<file path="config.mk">
export PLATFORM = sky130hd
export DESIGN_NAME = control_unit
export DESIGN_NICKNAME = d
export VERILOG_FILES = /design/src/rtl/control_unit.sv
export SDC_FILE = /design/constraint.sdc
export NUM_CORES = 1
export LEC_CHECK = 0
export CORE_UTILIZATION = 43
export CTS_CLUSTER_DIAMETER = 60
export DETAILED_ROUTE_END_ITERATION = 8
export GPL_TIMING_DRIVEN = 0
export MAX_ROUTING_LAYER = met4
export PLACE_DENSITY = 0.88
export SLEW_MARGIN = 20
export SYNTH_ARGS = -nofsm -noshare
export SYNTH_HDL_FRONTEND = slang
export SYNTH_SLANG_ARGS = --single-unit
</file>
<file path="constraint.sdc">
create_clock -name clk -period 2.5 [get_ports clk]
set_input_delay 0.25 -clock clk [delete_from_list [all_inputs] [get_ports clk]]
set_output_delay 0.25 -clock clk [all_outputs]
set_load 0.02 [all_outputs]
</file>
<file path="src/rtl/control_unit.sv">
// control_unit -- instruction-sequencing stage downstream of the fetch unit.
//
// Waits for a completed fetch, latches the instruction into IR, decodes it
// and drives register-file writes and the data-memory handshake. It tells the
// fetch unit when to advance or redirect the PC. It also holds the carry flag
// and the halt state.
//
// Optional feature macro: CONTROL_ILLEGAL_TRAP_EN
//   defined   : an illegal instruction pulses illegal_inst and halts the CPU
//   undefined : an illegal instruction retires as a NOP; illegal_inst is 0
//
// Ports:
//   clk, rst_async        clock, asynchronous active-high reset
//   fetch_complete, inst  completed fetch and its 16-bit instruction
//   fetch_operation       FETCH_NOP / FETCH_INC_PC / FETCH_JUMP to fetch
//   jump_target           14-bit byte address, used with FETCH_JUMP
//   rd_val, r0, r6, r7    register-file reads (rd_val = read of IR rd)
//   rf_we/waddr/wdata     register-file write port
//   data_mem_*            data-memory request/ack handshake
//   carry, halted         architectural flag and halt status
//   illegal_inst          illegal-instruction pulse

package cpu_common;
  typedef enum logic [1:0] {
    FETCH_NOP    = 2'd0,
    FETCH_INC_PC = 2'd1,
    FETCH_JUMP   = 2'd2
  } fetch_operation_t;
endpackage

module control_unit (
  input  logic                         clk,
  input  logic                         rst_async,
  input  logic                         fetch_complete,
  input  logic [15:0]                  inst,
  output cpu_common::fetch_operation_t fetch_operation,
  output logic [13:0]                  jump_target,
  input  logic [7:0]                   rd_val,
  input  logic [7:0]                   r0,
  input  logic [7:0]                   r6,
  input  logic [7:0]                   r7,
  output logic                         rf_we,
  output logic [2:0]                   rf_waddr,
  output logic [7:0]                   rf_wdata,
  output logic                         data_mem_req,
  output logic                         data_mem_we,
  output logic [13:0]                  data_mem_addr,
  output logic [7:0]                   data_mem_wdata,
  input  logic                         data_mem_ack,
  input  logic [7:0]                   data_mem_rdata,
  output logic                         carry,
  output logic                         halted,
  output logic                         illegal_inst
);
  import cpu_common::*;

  typedef enum logic [2:0] {
    S_WAIT_FETCH, S_EXECUTE, S_MEM_WAIT, S_RETIRE, S_SETTLE, S_HALTED
  } state_t;

  typedef enum logic [2:0] {
    OP_ADD, OP_SUB, OP_XOR, OP_LI, OP_LD, OP_ST, OP_JMP, OP_HALT
  } opcode_t;

  state_t      r_state;
  logic [15:0] r_ir;
  logic        r_carry;
  logic [7:0]  r_ld_data;

  opcode_t     w_opcode;
  logic [2:0]  w_rd;
  logic [7:0]  w_imm;
  logic        w_illegal;
  logic [8:0]  w_add;
  logic [8:0]  w_sub;
  logic        w_unused;

  assign w_opcode  = opcode_t'(r_ir[7:5]);
  assign w_rd      = r_ir[4:2];
  assign w_imm     = r_ir[15:8];
  // Only LI and JMP are 2-byte; any other length bit is illegal.
  assign w_illegal = r_ir[1] != ((w_opcode == OP_LI) || (w_opcode == OP_JMP));
  assign w_add     = {1'b0, rd_val} + {1'b0, r0};
  // Bit 8 of the 9-bit difference is the borrow.
  assign w_sub     = {1'b0, rd_val} - {1'b0, r0};
  assign w_unused  = ^{r_ir[0], r6[7:6]};

  assign carry  = r_carry;
  assign halted = (r_state == S_HALTED);

  always_ff @(posedge clk or posedge rst_async) begin
    if (rst_async) begin
      r_state   <= S_WAIT_FETCH;
      r_ir      <= '0;
      r_carry   <= 1'b0;
      r_ld_data <= '0;
    end else begin
      case (r_state)
        S_WAIT_FETCH: if (fetch_complete) begin
          r_ir    <= inst;
          r_state <= S_EXECUTE;
        end
        S_EXECUTE: begin
          if (w_illegal) begin
`ifdef CONTROL_ILLEGAL_TRAP_EN
            r_state <= S_HALTED;
`else
            r_state <= S_SETTLE;
`endif
          end else begin
            case (w_opcode)
              OP_ADD: begin r_carry <= w_add[8]; r_state <= S_SETTLE; end
              OP_SUB: begin r_carry <= w_sub[8]; r_state <= S_SETTLE; end
              OP_LD, OP_ST: begin
                if (data_mem_ack) begin
                  r_ld_data <= data_mem_rdata;
                  r_state   <= S_RETIRE;
                end else begin
                  r_state <= S_MEM_WAIT;
                end
              end
              OP_HALT: r_state <= S_HALTED;
              default: r_state <= S_SETTLE;
            endcase
          end
        end
        S_MEM_WAIT: if (data_mem_ack) begin
          r_ld_data <= data_mem_rdata;
          r_state   <= S_RETIRE;
        end
        S_RETIRE: r_state <= S_SETTLE;
        S_SETTLE: r_state <= S_WAIT_FETCH;
        S_HALTED: r_state <= S_HALTED;
        default:  r_state <= S_WAIT_FETCH;
      endcase
    end
  end

  always_comb begin
    fetch_operation = FETCH_NOP;
    jump_target     = '0;
    rf_we           = 1'b0;
    rf_waddr        = '0;
    rf_wdata        = '0;
    data_mem_req    = 1'b0;
    data_mem_we     = 1'b0;
    data_mem_addr   = '0;
    data_mem_wdata  = '0;
    illegal_inst    = 1'b0;
    case (r_state)
      S_EXECUTE: begin
        if (w_illegal) begin
`ifdef CONTROL_ILLEGAL_TRAP_EN
          illegal_inst = 1'b1;
`else
          fetch_operation = FETCH_INC_PC;
`endif
        end else begin
          case (w_opcode)
            OP_ADD: begin rf_we = 1'b1; rf_wdata = w_add[7:0]; fetch_operation = FETCH_INC_PC; end
            OP_SUB: begin rf_we = 1'b1; rf_wdata = w_sub[7:0]; fetch_operation = FETCH_INC_PC; end
            OP_XOR: begin rf_we = 1'b1; rf_wdata = rd_val ^ r0; fetch_operation = FETCH_INC_PC; end
            OP_LI:  begin rf_we = 1'b1; rf_wdata = w_imm;       fetch_operation = FETCH_INC_PC; end
            OP_LD, OP_ST: begin
              data_mem_req   = 1'b1;
              data_mem_we    = (w_opcode == OP_ST);
              data_mem_addr  = {r6[5:0], r7};
              data_mem_wdata = rd_val;
            end
            OP_JMP: begin
              fetch_operation = FETCH_JUMP;
              jump_target     = {r6[5:0], w_imm};
            end
            default: ;
          endcase
          rf_waddr = rf_we ? w_rd : 3'd0;
        end
      end
      S_MEM_WAIT: begin
        data_mem_req   = 1'b1;
        data_mem_we    = (w_opcode == OP_ST);
        data_mem_addr  = {r6[5:0], r7};
        data_mem_wdata = rd_val;
      end
      S_RETIRE: begin
        fetch_operation = FETCH_INC_PC;
        if (w_opcode == OP_LD) begin
          rf_we    = 1'b1;
          rf_waddr = w_rd;
          rf_wdata = r_ld_data;
        end
      end
      default: ;
    endcase
  end

endmodule
</file>
; After elaboration in Yosys (flattened, before gate mapping)
; Cells that the tools add are included.
; Widths: inputs -> output; s select.
[op_classes]
add_sub_neg = 2
n_eq_ne = 16
n_mux = 43
bitwise = 2
reduce_logical = 11
[op_table]
columns = cell, n
row1 = $mux 14, 5
row2 = $mux 8, 7
row3 = $pmux 8 s2, 3
row4 = $pmux 8 s4, 1
row5 = $pmux 14 s2, 1
row6 = $mux 3, 6
row7 = $eq 3x3->1 const B, 5
row8 = $pmux 3 s5, 1
row9 = $eq 3x2->1 const B, 4
row10 = $pmux 3 s2, 2
row11 = $mux 1, 10
row12 = $add 8x8->9, 1
row13 = $sub 8x8->9, 1
row14 = $ne 2x2->1 const B, 4
row15 = $pmux 1 s2, 4
row16 = $pmux 2 s2, 2
row17 = $xor 8x8->8, 1
row18 = $eq 3x1->1 const B, 2
row19 = $logic_not 3->1, 2
row20 = $reduce_and 3->1, 2
row21 = $reduce_and 2->1, 2
row22 = $reduce_bool 2->1, 2
row23 = $reduce_or 4->1, 1
row24 = $mux 2, 1
row25 = 4 further kinds, 4
[totals]
register_bits = 28
inputBits = 60
output_inout_bits = 55
elab_cells = 78

; Logic depth before layout (Yosys ltp)
; Gate-level depths: netlist of the first run.
[logic_depth]
depth_word = 8
mapped_depth = 9
depth_no_buf = 9

; Least setup slack after synthesis of the first run
; No wires, ideal clock.
[synth_path]
kind = register to output
start = register r_state[2]
end = output port rf_wdata[4]
arrival_ns = 1.852
required_ns = 2.250
path_slack_ns = 0.398
path_stages_with_launch = 7
n_path_buf = 1
cell_sequence = dfrtp_1 -> nand2b_4 -> nand2b_4 -> or3_1 -> buf_2 -> or3_1 -> o21ai_1
[synth_via]
elab_chain_cells = 2
elab_cells_between_ends = 3
cone_classes = eq/ne: 2 / mux: 1
[synth_lines]
columns = item, line_no
row1 = "start, declared", 65  ; state_t r_state;
row2 = "start signal, assigned", 93  ; r_state <= S_WAIT_FETCH;
row3 = "start signal, assigned", 101  ; r_state <= S_EXECUTE;
row4 = "start signal, assigned", 108  ; r_state <= S_SETTLE;
row5 = $eq 3x2->1 or $eq 3x1->1 (tied branches), 150  ; case (r_state)
row6 = $pmux 8 s2 (*), 150
row7 = "end, declared", 44  ; output logic [7:0] rf_wdata,
; Mark *: on every way between the ends. The rest lies on a longest branch, timed or not.

; Worst setup path in the final report of the first run
; Ends and elaborated chain as after synthesis.

==> summary.md, run 1 <==
| Metric | Value |
|---|---|
| Sw Share | `0.4727` |
| All-Layer GR Usage | `0.2594` |
| # rows | `27` |
| Slew @ Worst Pin | `0.9791 ns` |
| Reg2reg end | `r_ir[13]$_DFFE_PP0P_` |
| Grt ovf | `0` |
| Synth-to-Final Area Change | `56.14%` |
| EDFF count, synth | `0` |
| Post-synthesis register bit count | `27` |
| Final Skew | `0.002585 ns` |
| CTS sink cnt | `27` |
| CP max stage delay | `0.41 ns` |
| Met3 Use GR | `0.03678` |
| CP Class | `reg2out` |
| CP top delay family | `simple AND/OR/NAND/NOR gates` |
| Period minus WS final | `2.585 ns` |
| DR WL/cell | `15.93 µm` |
| Syn_area_per_cell | `8.062 µm²` |
| Final core utilization | `0.7093` |
| Internal power | `1.668 mW` |
| TritonCTS clock tree | `done` |
| Fillers | `459` |
| Die Area | `6236 µm²` |
| Max Buffers Root-to-Sink | `2` |
| Netlist Area Pre-Place | `2547 µm²` |
| Final setup fails | `1` |
| Hold Vio Cnt, Final | `0` |
| Slew Limit Fails | `0` |
| Failing checks | `setup timing` |
| CP Capture Type | `primary output` |
| Global routing's busiest layer | `met2` |
| PortBufs | `110` |
| Number of buffers and inverters on the critical path | `2` |
| Yosys Warn Count | `0` |
| Slowest-stage cell, CP | `dfrtp_1` |
| Reg2Reg Depth | `4` |
| CP Launch Type | `flip-flop` |
| Placer Congestion | `0.9141` |
| Total CTS buffers | `3` |
| WL final | `8.092 mm` |
| Slew Limit Headroom | `0.3432` |
| Core area | `5608 µm²` |
| Cell count after synthesis | `316` |
| Psw | `1.495 mW` |
| Comb pwr share | `0.653` |
| Worst path depth | `7` |
| PnR worst setup slack | `-0.08526 ns` |
| Final ANT Viol Nets | `0` |
| Io pins | `115` |
| Cts hold-fix bufs | `0` |
| Top FF cell, synth | `dfrtp_1` |
| Final worst-path cycle share | `1.034` |
| Clock power share | `0.085` |
| Share of cells above drive strength 1 | `0.2225` |
| Die Y-Extent | `78.97 µm` |
| Final setup TNS | `-0.08526 ns` |
| Initial antenna violation count | `0` |
| Finished Layout Cells | `508` |
| # diodes | `0` |
| Arr. time, crit path | `2.34 ns` |
| Via/cell ratio | `5.659` |
| Die width | `78.97 µm` |
| Crit path required time | `2.25 ns` |
| Drt drc | `0` |
| First-pass GRT wire length | `12.57 mm` |
| Initial DRC Count | `247` |
| Inst Count DP | `498` |
| Critical R2R Launch | `r_state[2]$_DFFE_PP0P_` |
| Synthesized Nets | `395` |
| Clock root cell | `clkbuf_8` |
| Critical path fanouts, max | `8` |
| Worst Hold Class | `in2async` |
| Asr flop ratio synth | `1.000` |
| Pin count of the biggest net entering global routing | `28` |
| Netlist cell types | `53` |
| Final net count | `516` |
| RSZ-0062 raised after global routing | `true` |
| Reg2reg setup slack | `0.30 ns` |
| CTS clk-pin slew, worst paths | `0.10 ns` |
| H-tree depth | `1` |
| MaxCap Viol Count | `0` |
| Vias in the first global route | `2738` |
| Worst Setup EP | `rf_wdata[4]` |
| Leak | `1.941 nW` |
| Met1 Usage GRT | `0.3187` |
| VDD IR-drop max | `0.0005252 V` |
| CP cell instances | `nand2b_4 > nand2b_4 > or3_1 > buf_4 > or3_1 > o21ai_2 > buf_4` |
| Status | `finished with violations` |
| Pre-antenna DRT Iters | `7` |
| Initial core utilization | `0.4543` |
| Sequential area share after synthesis | `0.2652` |
| Commonest cells after routing, fill and taps aside | `clkdlybuf4s50_1 (49), and2_1 (36), dlygate4sd2_1 (31)` |
| Worst setup path start | `r_state[2]$_DFFE_PP0P_` |
| Most common cell after layout, fill and taps aside | `clkdlybuf4s50_1` |
| Clk_lat worst skew | `0.28 ns` |
| Met2 usage in global routing | `0.4509` |
| Via count | `2875` |
| Power Density | `795.1 nW/µm²` |
| Hpwl dp | `5.905 mm` |
| Max Clk Rate | `0.3868 GHz` |
| Register share of total power | `0.262` |
-- power groups by stage --
| stage | logic, mW | registers, mW | clock network, mW |
|---|---|---|---|
| CTS | 1.94 | 0.797 | 0.264 |
| floorplan | 1.28 | 0.760 | 0 |
| finish | 2.06 | 0.829 | 0.269 |
| detailed placement | 1.91 | 0.807 | 0 |
| global placement | 1.87 | 0.793 | 0 |
| global route | 2.22 | 0.847 | 0.289 |
-- per-layer routing --
layer / wire length, µm / vias up
li1: - / 1322
met1: 3204 / 1357
met2: 4049 / 162
met3: 631 / 34
met4: 206 / 0
met5: 0 / -
-- flip-flops by register name, indices dropped and copies added (netlist names) --
signal / flops
r_ld_data: 8
r_ir: 15
r_state: 3
carry: 1
-- cell usage after synthesis, types with 2 or more instances --
cell type,n,area share
and2_1,36,0.088
nand2_1,28,0.041
dfrtp_1,27,0.27
inv_1,24,0.035
nor2_1,23,0.034
o21ai_0,21,0.041
ha_1,17,0.083
mux2_2,16,0.071
a21oi_1,14,0.028
nor3_1,12,0.024
clkbuf_1,8,0.012
mux2i_1,8,0.031
nand2b_1,7,0.017
or3_1,6,0.015
buf_2,5,0.0098
a31oi_1,4,0.0098
buf_1,4,0.0059
nor2b_1,4,0.0098
xnor2_1,4,0.014
a211oi_1,3,0.0088
nand3_1,3,0.0059
o21ai_1,3,0.0059
a2bb2oi_1,2,0.0069
a32oi_1,2,0.0069
fa_1,2,0.016
nand2b_4,2,0.011
o21a_1,2,0.0059
o221ai_1,2,0.0069
o31a_1,2,0.0069
xor2_1,2,0.0069
-- final cells by class --
| cell class | instances | area, µm² | area share |
|---|---|---|---|
| clock inverter | 1 | 8.758 | 0.002202 |
| multi-input combinational | 245 | 1858 | 0.4671 |
| tap | 72 | 90.09 | 0.02265 |
| timing repair buffer | 119 | 1109 | 0.2787 |
| clock buffer | 3 | 41.29 | 0.01038 |
| inverter | 25 | 98.84 | 0.02485 |
| buffer | 16 | 95.09 | 0.02391 |
| sequential | 27 | 676.9 | 0.1702 |
-- kinds of logic (layout without fill, tap and decap cells) --
logic type,Yosys count,after routing,share of synthesized area
compound gates,65,65,0.1591
xor+xnor,6,6,0.02063
fa+ha+maj,19,19,0.09921
buf+inv,44,164,0.06925
flops,27,27,0.2652
mux,25,25,0.1110
other cells,1,1,0.001472
simple gates,129,129,0.2741
-- through the flow --
step / instance area [µm²] / setup WS, ns / hold slack (ns) / power, mW
2_1_floorplan: 2547 / 0.3981 / 0.3027 / 2.042
3_3_place_gp: 3739 / -0.7238 / 0.4838 / 2.660
3_5_place_dp: 3739 / -0.7110 / 0.4910 / 2.714
4_1_cts: 3837 / 0.003701 / 0.5144 / 3.002
5_1_grt: 3978 / -0.1162 / 0.4389 / 3.360
6_report: 3978 / -0.08526 / 0.3697 / 3.162
-- repair_timing --
action	4_1_cts	5_1_grt
pin swaps	5	14
gates cloned	0	0
setup endpoints to repair	47	42
gates resized for setup	109	59
buffers inserted	3	6
-- how the worst min path moves through the flow --
stage,startpoint,endpoint,depth (start not counted)
global placement,r_ir[2]$_DFFE_PP0P_,r_ir[2]$_DFFE_PP0P_,1
detailed placement,r_ir[2]$_DFFE_PP0P_,r_ir[2]$_DFFE_PP0P_,1
global route,rst_async,r_ld_data[7]$_DFFE_PP0P_,2
floorplan,rst_async,carry$_DFFE_PP0P_,1
finish,rst_async,r_ir[2]$_DFFE_PP0P_,2
CTS,r_ir[2]$_DFFE_PP0P_,r_ir[2]$_DFFE_PP0P_,1
(Power assumes the default switching activity.)
==> run 2, diff against run 1 <==
Settings changed: PLACE_DENSITY 0.88 to 0.83.
==> run 2 against run 1 <==
  * The run now ends clean
  * Combinational power about the same
  * Cell area increased by 0.35%
  * Via count decreased by 2.2%
  * First-iteration DRC count decreased by 48%
  * Clock skew increased by 0.0037 ns
  * Fmax increased by 4.7%
  * Global-route usage decreased by 0.70 points
  * Sequential share of layout area decreased by 0.059 points
  * Sequential power decreased by 2%
  * Worst setup slack improved by 0.12 ns
  * Register-to-register slack improved by 0.06 ns
==> summary.md, run 2 (synthesized netlist as in run 1, its figures left out) <==
| Metric | Value |
|---|---|
| Placer Congestion | `0.9140 (about the same)` |
| All-Layer GR Usage | `0.2524 (-0.006995)` |
| Clk_lat worst skew | `0.29 ns (about the same)` |
| Max reg flops | `15 (unchanged)` |
| Slew Limit Fails | `0 (unchanged)` |
| Die Y-Extent | `78.97 µm (unchanged)` |
| CP Class | `reg2out` |
| Via count | `2812 (-2.2%)` |
| Initial DRC Count | `129 (-48%)` |
| First-pass GRT wire length | `12.03 mm (-4.3%)` |
| MaxCap Viol Count | `0 (unchanged)` |
| Area of the multi-input gates | `1856 µm² (-0.13%)` |
| VDD IR-drop max | `0.0005807 V (+11%)` |
| Final worst-path cycle share | `0.9874 (-0.04672)` |
| Share of cells above drive strength 1 | `0.2227 (+0.0002502)` |
| Final setup TNS | `0 ns (+0.08526 ns)` |
| PortBufs | `110 (unchanged)` |
| CP Launch Type | `flip-flop` |
| CTS sink cnt | `27 (unchanged)` |
| Worst Hold Class | `in2async` |
| Max Buffers Root-to-Sink | `2 (unchanged)` |
| Io pins | `115 (unchanged)` |
| Crit path required time | `2.25 ns (about the same)` |
| Commonest cells after routing, fill and taps aside | `clkdlybuf4s50_1 (51), and2_1 (36), dlygate4sd2_1 (31)` |
| Pre-antenna DRT Iters | `4 (-3)` |
| Final setup fails | `0 (-1)` |
| Die Area | `6236 µm² (unchanged)` |
| Synth-to-Final Area Change | `56.68%` |
| Hold Vio Cnt, Final | `0 (unchanged)` |
| Core area | `5608 µm² (unchanged)` |
| Final core utilization | `0.7117 (+0.002454)` |
| Power Density | `784.6 nW/µm² (-1.3%)` |
| Via/cell ratio | `5.492 (-3.0%)` |
| Final Skew | `0.006267 ns (+0.003682 ns)` |
| Slew @ Worst Pin | `0.8534 ns (-0.1257 ns)` |
| CP Capture Type | `primary output` |
| Period minus WS final | `2.468 ns (-0.1168 ns)` |
| Total CTS buffers | `3 (unchanged)` |
| Initial antenna violation count | `0 (unchanged)` |
| Post-DP Area | `3739 µm² (unchanged)` |
| Vias in the first global route | `2559 (-6.5%)` |
| Hold Worst Slack | `0.3294 ns (-0.04027 ns)` |
| Most common cell after layout, fill and taps aside | `clkdlybuf4s50_1` |
| Reg area | `676.9 µm² (unchanged)` |
| DR WL/cell | `15.21 µm (-4.5%)` |
| Leak | `1.932 nW (-0.45%)` |
| Largest Register | `r_ir` |
| Grt ovf | `0 (unchanged)` |
| # diodes | `0 (unchanged)` |
| Pin count of the biggest net entering global routing | `28 (unchanged)` |
| # rows | `27 (unchanged)` |
| Max Clk Rate | `0.4051 GHz (+4.7%)` |
| RSZ-0062 raised after global routing | `true` |
| Clock root cell | `clkbuf_8` |
| Critical path fanouts, max | `8 (unchanged)` |
| Hpwl dp | `5.925 mm (+0.34%)` |
| Status | `finished, final reports clean` |
| Slew Limit Headroom | `0.4296 (+0.08637)` |
| Fillers | `481 (+4.8%)` |
| WL final | `7.789 mm (-3.7%)` |
| TritonCTS clock tree | `done` |
| H-tree depth | `1 (unchanged)` |
| Arr. time, crit path | `2.22 ns (-0.12 ns)` |
| Final ANT Viol Nets | `0 (unchanged)` |
| Die width | `78.97 µm (unchanged)` |
| Drt drc | `0 (unchanged)` |
| Pwr Total | `3.132 mW (-0.98%)` |
| Cell area after layout | `3991 µm² (+0.35%)` |
| Final net count | `520 (+0.78%)` |
| CTS clk-pin slew, worst paths | `0.10 ns (about the same)` |
| Largest registers | `r_ir x15, r_ld_data x8, r_state x3` |
| Initial core utilization | `0.4543 (unchanged)` |
-- run 2: cell types whose count changed in the layout (fill, tap and decap cells not counted), sizes merged --
cell,previous run,this run
dlymetal6s2s,9,6
clkdlybuf4s50,49,51
clkdlybuf4s15,10,9
clkinv,1,0
clkinvlp,0,1
buf,24,26
clkbuf,15,19
-- run 2: per-stage QoR --
stage | setup WS [ns] | instances
global placement | -0.7485 | 498
finish | 0.03153 | 512
floorplan | 0.3981 | 316
global route | -0.02562 | 512
detailed placement | -0.7849 | 498
CTS | 0.002186 | 506
-- run 2: what timing repair did --
| item | CTS | global route |
|---|---|---|
| buffers inserted | 5 | 7 |
| hold buffers | 0 | 0 |
| endpoints found under the setup margin | 47 | 34 |
| gates resized for setup | 110 | 57 |
| pin swaps | 9 | 11 |
-- run 2: critical path, stage by stage (launching register included) --
cell      delay [ns]
dfrtp_1         0.39
nand2b_4        0.16
nand2b_4        0.18
or3_1           0.37
buf_4           0.18
or3_1           0.36
o21ai_2         0.13
buf_4           0.15
-- run 2: final cells by class --
class,instances,area share
clock inverters,1,0.001881
flip-flops and latches,27,0.1696
multi-input cells,245,0.4649
well taps,72,0.02257
inverters,25,0.02476
repair buffers,122,0.2790
plain buffers,17,0.02696
clock buffers,3,0.01034
-- run 2: final timing paths --
check                                        from                        to  slack (ns)  cells after the start
setup / recovery           r_state[2]$_DFFE_PP0P_               rf_wdata[4]        0.03                      7
hold / removal                          rst_async       r_ir[4]$_DFFE_PP0P_        0.33                      2
setup reg to reg           r_state[2]$_DFFE_PP0P_      r_ir[15]$_DFFE_PP0P_        0.36                      4
min in group clk                data_mem_rdata[2]  r_ld_data[2]$_DFFE_PP0P_        0.51                      3
max in group asynchronous               rst_async    r_state[0]$_DFFE_PP0P_        1.76                      2
hold reg to reg               r_ir[2]$_DFFE_PP0P_       r_ir[2]$_DFFE_PP0P_        0.51                      1
-- run 2: power by group --
part | switching (mW) | internal [mW] | leakage [nW]
Combinational | 1.14 | 0.906 | 1.58
Clock | 0.152 | 0.114 | 0.0217
Sequential | 0.162 | 0.652 | 0.327
Total | 1.46 | 1.67 | 1.93
-- run 2: metal layers --
layer  track usage  share of wire  wire length (µm)  up-vias
li1              -              -                 -     1337
met1        0.3290           0.42              3282     1330
met2        0.4164           0.49              3807      133
met3       0.03218          0.073               565       12
met4       0.06182          0.017               133        0
met5             -              0                 0        -
==> run 3, diff against run 2 <==
Settings changed: SLEW_MARGIN 20 to unset.
==> run 3 against run 2 <==
  * Register-to-register slack is essentially flat
  * Wire length about the same
  * Fmax grew 0.18%
  * Clock power about the same
  * Total power shrank 0.15%
  * Sequential cell count did not move
  * Via count decreased by 1.1%
  * Count of clock-buffer cells in the layout is the same
  * Combinational power about the same
  * Clock skew about the same
==> summary.md, run 3 (synthesized netlist as in run 1, its figures left out) <==
| Metric | Value |
|---|---|
| Psw | `1.455 mW (-0.31%)` |
| Final setup TNS | `0 ns (unchanged)` |
| Pin count of the biggest net entering global routing | `28 (unchanged)` |
| Worst setup path start | `r_state[2]$_DFFE_PP0P_` |
| Leak | `1.933 nW (about the same)` |
| Clock power share | `0.084 (about the same)` |
| WL final | `7.795 mm (about the same)` |
| All-Layer GR Usage | `0.2524 (unchanged)` |
| Core area | `5608 µm² (unchanged)` |
| Sw Share | `0.4653 (-0.0007540)` |
| Io pins | `115 (unchanged)` |
| Total CTS buffers | `3 (unchanged)` |
| Die Y-Extent | `78.97 µm (unchanged)` |
| Synth-to-Final Area Change | `56.68% (unchanged)` |
| Initial core utilization | `0.4543 (unchanged)` |
| Arr. time, crit path | `2.21 ns (about the same)` |
| Register share of total power | `0.260 (about the same)` |
| Period minus WS final | `2.464 ns (-0.004440 ns)` |
| Largest registers | `r_ir x15, r_ld_data x8, r_state x3` |
| RSZ-0062 raised after global routing | `true` |
| Clock root cell | `clkbuf_8` |
| CP Class | `reg2out` |
| VDD IR-drop max | `0.0005812 V (about the same)` |
| Share of cells above drive strength 1 | `0.2205 (-0.002273)` |
| Die Area | `6236 µm² (unchanged)` |
| Commonest cells after routing, fill and taps aside | `clkdlybuf4s50_1 (51), and2_1 (36), dlygate4sd2_1 (31)` |
| Final worst-path cycle share | `0.9856 (-0.001776)` |
| # rows | `27 (unchanged)` |
| Final net count | `520 (unchanged)` |
| Critical R2R Launch | `r_state[2]$_DFFE_PP0P_` |
| Post-DP Area | `3739 µm² (unchanged)` |
| CTS clk-pin slew, worst paths | `0.10 ns (about the same)` |
| Max Clk Rate | `0.4058 GHz (+0.18%)` |
| Slew Limit Headroom | `0.3113 (-0.1182)` |
| Cell area after layout | `3991 µm² (unchanged)` |
| CTS sink cnt | `27 (unchanged)` |
| Comb pwr share | `0.655 (about the same)` |
| CP Launch Type | `flip-flop` |
| Max reg flops | `15 (unchanged)` |
| Slew @ Worst Pin | `1.032 ns (+0.1785 ns)` |
| Final Skew | `0.006563 ns (+0.0002953 ns)` |
| Critical path fanouts, max | `8 (unchanged)` |
| DR WL/cell | `15.22 µm (about the same)` |
| Drt drc | `0 (unchanged)` |
| CP Capture Type | `primary output` |
| Reg2reg end | `r_ir[15]$_DFFE_PP0P_` |
| MaxCap Viol Count | `0 (unchanged)` |
| Fillers | `481 (unchanged)` |
| Power Density | `783.4 nW/µm² (-0.15%)` |
| Internal power | `1.672 mW (about the same)` |
| Final setup fails | `0 (unchanged)` |
| Vias in the first global route | `2559 (unchanged)` |
| Hpwl dp | `5.925 mm (unchanged)` |
| Final core utilization | `0.7117 (unchanged)` |
| Clk_lat worst skew | `0.29 ns (about the same)` |
| Reg2Reg Depth | `4 (unchanged)` |
| Via count | `2782 (-1.1%)` |
| PortBufs | `110 (unchanged)` |
| Grt ovf | `0 (unchanged)` |
| Placer Congestion | `0.9140 (unchanged)` |
| TritonCTS clock tree | `done` |
| Crit path required time | `2.25 ns (about the same)` |
| Slew Limit Fails | `0 (unchanged)` |
| Die width | `78.97 µm (unchanged)` |
| Final ANT Viol Nets | `0 (unchanged)` |
| Pre-antenna DRT Iters | `4 (unchanged)` |
| Most common cell after layout, fill and taps aside | `clkdlybuf4s50_1` |
| PnR worst setup slack | `0.03597 ns (+0.004440 ns)` |
| Hold Vio Cnt, Final | `0 (unchanged)` |
| Largest Register | `r_ir` |
| Initial DRC Count | `129 (unchanged)` |
| Via/cell ratio | `5.434 (-1.1%)` |
| H-tree depth | `1 (unchanged)` |
| Initial antenna violation count | `0 (unchanged)` |
| First-pass GRT wire length | `12.03 mm (unchanged)` |
| Status | `finished, final reports clean` |
| # diodes | `0 (unchanged)` |
| Max Buffers Root-to-Sink | `2 (unchanged)` |
| Reg2reg setup slack | `0.36 ns (about the same)` |
| Worst Hold Class | `in2async` |
| DP Worst Slack | `-0.7849 ns (unchanged)` |
## run 3: repair_timing
action | 4_1_cts | 5_1_grt
resized for setup | 110 | 57
endpoints found under the setup margin | 47 | 34
hold buffers | 0 | 0
buffers inserted | 5 | 7
pin swaps | 9 | 11
## run 3: power by group through the flow
stage / combinational, mW / clock (mW) / sequential (mW)
4_1_cts: 1.94 / 0.268 / 0.794
3_5_place_dp: 1.90 / 0 / 0.805
2_1_floorplan: 1.28 / 0 / 0.760
6_report: 2.05 / 0.264 / 0.814
5_1_grt: 2.21 / 0.279 / 0.840
3_3_place_gp: 1.87 / 0 / 0.796
## run 3: worst max path at each step
stage	end	slack, ns	cells after the start
6_report	rf_wdata[4]	0.04	7
4_1_cts	rf_wdata[5]	0.002	10
5_1_grt	jump_target[9]	-0.03	8
2_1_floorplan	rf_wdata[4]	0.40	6
3_5_place_dp	rf_wdata[7]	-0.78	11
3_3_place_gp	rf_wdata[6]	-0.75	11
## run 3: metrics by stage
step / hold WS, ns / total power, mW / std cells
finish: 0.5068 / 3.127 / 512
detailed placement: 0.4923 / 2.710 / 498
floorplan: 0.3027 / 2.042 / 316
global placement: 0.4826 / 2.668 / 498
CTS: 0.5088 / 3.001 / 506
global route: 0.5333 / 3.334 / 512
## run 3: area by class of cell
class	instances	area [µm²]	share of cell area
timing repair buffer	122	1114	0.2790
clock inverter	1	7.507	0.001881
tap	72	90.09	0.02257
inverter	25	98.84	0.02476
buffer	17	107.6	0.02696
sequential	27	676.9	0.1696
clock buffer	3	41.29	0.01034
multi-input combinational	245	1856	0.4649
## run 3: critical path, cell delays in order (launching register included)
cell      delay (ns)
dfrtp_1         0.39
nand2b_4        0.16
nand2b_4        0.18
or3_1           0.36
buf_4           0.18
or3_1           0.36
o21ai_2         0.13
buf_4           0.15
## run 3: routing by layer
layer | global-route usage | wire (µm) | share of wire
met5 | - | 0 | 0
met3 | 0.03218 | 506 | 0.065
met4 | 0.06182 | 141 | 0.018
met2 | 0.4164 | 3825 | 0.49
met1 | 0.3290 | 3322 | 0.43
